--- config.mk ---
export PLATFORM = sky130hd
export DESIGN_NAME = hv_ang_trim_drive
export DESIGN_NICKNAME = d
export VERILOG_FILES = /design/src/rtl/hv_ang_trim_drive.sv
export SDC_FILE = /design/constraint.sdc
export NUM_CORES = 1
export LEC_CHECK = 0
export CORE_ASPECT_RATIO = 1.75
export CORE_MARGIN = 4
export CORE_UTILIZATION = 54
export DETAILED_ROUTE_END_ITERATION = 6
export PLACE_DENSITY = 0.87
export REMOVE_ABC_BUFFERS = 1
export SETUP_SLACK_MARGIN = 0.3
export SLEW_MARGIN = 10
export SYNTH_ARGS = -nofsm -noshare
export SYNTH_HDL_FRONTEND = slang
export SYNTH_SLANG_ARGS = --single-unit
--- constraint.sdc ---
create_clock -name i_clk -period 4.1 [get_ports i_clk]
set_clock_uncertainty 0.05 [all_clocks]
set_input_delay 0.615 -clock i_clk [delete_from_list [all_inputs] [get_ports i_clk]]
set_output_delay 0.615 -clock i_clk [all_outputs]
set_load 0.005 [all_outputs]
--- src/rtl/hv_ang_trim_drive.sv ---
// HV dvdt trim drive: ramps off/on VBN trims and loads count-delay into the analog block.
// HV_TRIM_RAMP_EN: one-LSB-per-step ramp; undefined loads the target in a single step.
`timescale 1ns/1ps
module hv_ang_trim_drive #(
  parameter int         CLK_M       = 48,
  parameter logic [3:0] OFF_VBN_RST = 4'd8,
  parameter logic [3:0] ON_VBN_RST  = 4'd8,
  parameter logic [5:0] CNT_DEL_RST = 6'd0
) (
  input  logic       i_clk,
  input  logic       i_rst_n,
  input  logic [7:0] i_reg_dvdt_tm,
  input  logic       i_trim_wr_en,
  input  logic [7:0] i_trim_code,
  input  logic       i_cnt_del_wr_en,
  input  logic [5:0] i_cnt_del_cfg,
  output logic [3:0] o_off_vbn_set,
  output logic [3:0] o_on_vbn_set,
  output logic [5:0] o_cnt_del_set,
  output logic       o_busy,
  output logic       o_done
);

  localparam int SETTLE_CYC = (2001 * CLK_M + 999) / 1000;
  localparam int CW = $clog2(SETTLE_CYC);
  localparam logic [CW-1:0] CNT_LAST = CW'(SETTLE_CYC - 1);

  typedef enum logic [1:0] {
    IDLE,
    STEP,
    SETTLE
  } state_e;

`ifdef HV_TRIM_RAMP_EN
  function automatic logic [3:0] ramp1(
    input logic [3:0] cur,
    input logic [3:0] tgt
  );
    if (cur < tgt) ramp1 = cur + 4'd1;
    else if (cur > tgt) ramp1 = cur - 4'd1;
    else ramp1 = cur;
  endfunction
`endif

  state_e        state_q, state_d;
  logic [CW-1:0] cnt_q, cnt_d;
  logic [7:0]    tgt_q, tgt_d;
  logic [3:0]    off_q, off_d;
  logic [3:0]    on_q, on_d;
  logic          busy_q, busy_d;
  logic          done_q, done_d;
  logic [5:0]    del_q, del_d;
  logic          pend_q, pend_d;
  logic [5:0]    pval_q, pval_d;
  logic [3:0]    off_nxt, on_nxt;
  logic          frz_trim, frz_del;

  assign frz_trim = (i_reg_dvdt_tm == 8'h80);
  assign frz_del  = (i_reg_dvdt_tm == 8'h40);

  always_comb begin
    state_d = state_q;
    cnt_d   = cnt_q;
    off_d   = off_q;
    on_d    = on_q;
    done_d  = 1'b0;
    tgt_d   = i_trim_wr_en ? i_trim_code : tgt_q;
`ifdef HV_TRIM_RAMP_EN
    off_nxt = ramp1(off_q, tgt_d[7:4]);
    on_nxt  = ramp1(on_q, tgt_d[3:0]);
`else
    off_nxt = tgt_d[7:4];
    on_nxt  = tgt_d[3:0];
`endif
    unique case (state_q)
      IDLE: begin
        if (i_trim_wr_en) begin
          if (i_trim_code == {off_q, on_q}) done_d = 1'b1;
          else state_d = STEP;
        end
      end
      STEP: begin
        if (!frz_trim) begin
          off_d   = off_nxt;
          on_d    = on_nxt;
          cnt_d   = '0;
          state_d = SETTLE;
        end
      end
      SETTLE: begin
        if (!frz_trim) begin
          if (cnt_q == CNT_LAST) begin
            if (tgt_d == {off_q, on_q}) begin
              state_d = IDLE;
              done_d  = 1'b1;
            end else begin
              state_d = STEP;
            end
          end else begin
            cnt_d = cnt_q + CW'(1);
          end
        end
      end
      default: state_d = IDLE;
    endcase
    busy_d = (state_d != IDLE);
  end

  // A write during freeze parks in pend; a write always beats the parked value.
  always_comb begin
    del_d  = del_q;
    pend_d = pend_q;
    pval_d = pval_q;
    if (i_cnt_del_wr_en) begin
      if (frz_del) begin
        pend_d = 1'b1;
        pval_d = i_cnt_del_cfg;
      end else begin
        del_d  = i_cnt_del_cfg;
        pend_d = 1'b0;
      end
    end else if (pend_q && !frz_del) begin
      del_d  = pval_q;
      pend_d = 1'b0;
    end
  end

  always_ff @(posedge i_clk or negedge i_rst_n) begin
    if (!i_rst_n) begin
      state_q <= IDLE;
      cnt_q   <= '0;
      tgt_q   <= {OFF_VBN_RST, ON_VBN_RST};
      off_q   <= OFF_VBN_RST;
      on_q    <= ON_VBN_RST;
      busy_q  <= 1'b0;
      done_q  <= 1'b0;
      del_q   <= CNT_DEL_RST;
      pend_q  <= 1'b0;
      pval_q  <= CNT_DEL_RST;
    end else begin
      state_q <= state_d;
      cnt_q   <= cnt_d;
      tgt_q   <= tgt_d;
      off_q   <= off_d;
      on_q    <= on_d;
      busy_q  <= busy_d;
      done_q  <= done_d;
      del_q   <= del_d;
      pend_q  <= pend_d;
      pval_q  <= pval_d;
    end
  end

  assign o_off_vbn_set = off_q;
  assign o_on_vbn_set  = on_q;
  assign o_cnt_del_set = del_q;
  assign o_busy        = busy_q;
  assign o_done        = done_q;

endmodule

==> results.md <==
- Data arrival, critical path: 2790 ps
- Startpoint types: input port
- Maximum capacitance violations: 0
- Leak: 0.00109 µW
- Final-report max-slew violation count: 0
- Via-to-Cell Ratio: 5.44
- Total power: 1360 µW
- Multi-input gate area in the final layout: 881 µm²
- Slowest cell on the critical path: clkdlybuf4s50_1
- Area delta synth->final: 27.6%
- Unique masters post-synth: 35
- Yosys reg bits: 40
- CP endpoint kind: flop
- Std-Cell Rows: 28
- Commonest non-fill, non-tap cell in the layout: clkdlybuf4s50_1
- Clk slew on worst S/H paths: 80 ps
- Ys Warns: 0
- Worst skew pair latency: 300 ps
- Seq. cell area: 0.00101 mm²
- H-tree lvl count: 2
- Synth Instances: 186
- Final #Nets: 257
- Slew headroom: 28.5%
- Core box area: 0.00343 mm²
- Cell Area, Synth: 0.00196 mm²
- Power Density: 542 mW/mm²
- Drt wl/cell: 14.2 µm
- Outcome: completed
- Die area: 0.00470 mm²
- Global placement routability congestion: 0.768
- Die width: 53.6 µm
- Final ANT Viol Nets: 0
- Fillers: 276
- Clock buffer depth: 2
- Largest net degree at the start of global routing: 41
- Hold Path Class: input port to async pin
- Hold_buf cts: 0
- Final Hold Fails: 0
- Ys flop type: dfrtp_1
- CTS root buffer: clkbuf_8
- Clock buffer count from CTS: 5
- CTS tree: yes
- Seq/Total Area, Yosys: 51.2%
- Peak VDD IR: 0.432 mV
- Share of layout cells above drive strength 1: 10.9%
- CP max FO: 10
- Final HPWL DP: 2.93 mm
- RSZ-0062 raised after global routing: false
- Port Buffers: 41
- Commonest cells after routing, fill and taps aside: clkdlybuf4s50_1, dfrtp_1, nor2_1
- Starting Density: 57.2%
- Drt drc: 0
- Cell Chain, Critical Path: clkdlybuf4s50_1 > mux2i_2 > xnor2_1 > nor4_1 > nand2_1 > a221o_1
- Overflow after GRT: 0
- WS Path Type: input port to flop
- First-pass GRT wire length: 6.55 mm
- Post-synth EDFFs: 0
- Vias: 1,496
- Total Wirelength: 3.90 mm
- Number of global-route vias before repair: 1,553
- Worst slew pin tran: 1070 ps
- I/O pin count: 42
- CTS Sinks: 40
- Drt first pass iters: 4
- Die height: 87.8 µm
- Final setup viols: 0
- Reg2Reg Depth: 3
- Setup TNS: 0 ps
- Worst path required time: 4240 ps
- Slowest stage delay, CP: 890 ps
- # diodes: 0
- Drt initial violations: 27
- Final Critical Period: 2650 ps
- Setup bufs post-CTS: 0
- FMAX: 377 MHz
- Asr flop ratio synth: 100%
- Initial antenna violation count: 0
- Final period util: 64.8%
- Syn_area_per_cell: 10.6 µm²
- Post-CTS Resized: 0
- GRT Util Overall: 19.3%
critical path, delay by kind of cell:
| kind | cells | cell delay, ps |
|---|---|---|
| AND/OR/NAND/NOR | 2 | 480 |
| buffers and inverters | 1 | 890 |
| AO/OA/AOI/OAI | 1 | 340 |
| XOR/XNOR | 1 | 100 |
| multiplexers | 1 | 370 |
path summary, 6_finish.rpt:
| check | startpoint | end | slack, ps |
|---|---|---|---|
| worst max-delay path | i_trim_wr_en | state_q[0] | 1450 |
| worst min-delay path | i_rst_n | o_cnt_del_set[4] | 370 |
| worst max register to register | state_q[1] | o_off_vbn_set[0] | 2070 |
| worst min register to register | pval_q[0] | pval_q[0] | 460 |
| max in group asynchronous | i_rst_n | tgt_q[5] | 3090 |
| min in group i_clk | pval_q[0] | pval_q[0] | 460 |
area by class of cell:
type	count	share of cell area, %
Inverter	13	1.95
Clock inverter	2	1.40
Sequential cell	40	40.2
Clock buffer	6	2.90
Timing Repair Buffer	41	16.2
Multi-Input combinational cell	128	35.2
Tap cell	45	2.25
sequential cells by signal (all words and copies together), names as in the netlist:
register	cells
tgt_q	8
state_q	2
o_on_vbn_set	4
cnt_q	7
o_busy	1
o_done	1
pval_q	6
o_cnt_del_set	6
o_off_vbn_set	4
pend_q	1
power by group:
group / switching (µW) / internal [µW] / total, µW
clock: 133 / 181 / 314
combinational: 201 / 255 / 456
sequential: 97.8 / 489 / 587
total: 432 / 924 / 1360
routing by layer:
metal	global-route usage, %	wire [µm]	vias to the layer above	share of wire (%)
met5	0	0	-	0
met1	20.3	1550	707	40
met2	33.9	2010	51	51
met3	5.45	246	9	6.3
met4	9.77	103	0	2.6
li1	-	-	729	-
cells by family after synthesis:
group                      count (synthesis)  share of synthesized area, %
AOI/OAI and AO/OA                         36                          11.1
muxes                                     20                          11.3
and+or+nand+nor                           54                          14.0
buffers and inverters                     18                          3.89
xor gates and xnor gates                  16                          7.14
adders and majority gates                  2                          1.27
DFF                                       40                          51.2
cell usage after synthesis, types with 5 or more instances:
| cell type | instances | area [µm²] |
|---|---|---|
| dfrtp_1 | 36 | 901 |
| nor2_1 | 21 | 78.8 |
| nand4_1 | 5 | 31.3 |
| mux2i_1 | 10 | 100 |
| o21ai_0 | 6 | 30.0 |
| a21oi_1 | 19 | 95.1 |
| or3_1 | 6 | 37.5 |
| nand2_1 | 6 | 22.5 |
| xnor2_1 | 16 | 140 |
| mux2_2 | 6 | 67.6 |
| inv_1 | 13 | 48.8 |
metrics by stage:
stage | worst slack [ps] | cells | hold slack, ps | util [%] | cell area, µm²
final | 1450 | 275 | 368 | 73.0 | 2500
after global routing | 1270 | 275 | 442 | 73.0 | 2500
after CTS | 1450 | 275 | 397 | 73.0 | 2500
after detailed placement | 1140 | 267 | 442 | 69.8 | 2400
after global placement | 1230 | 267 | 435 | 69.8 | 2400
after floorplan | 2080 | 181 | 269 | - | 1940
Note: power is estimated with default switching activity, not from simulation.
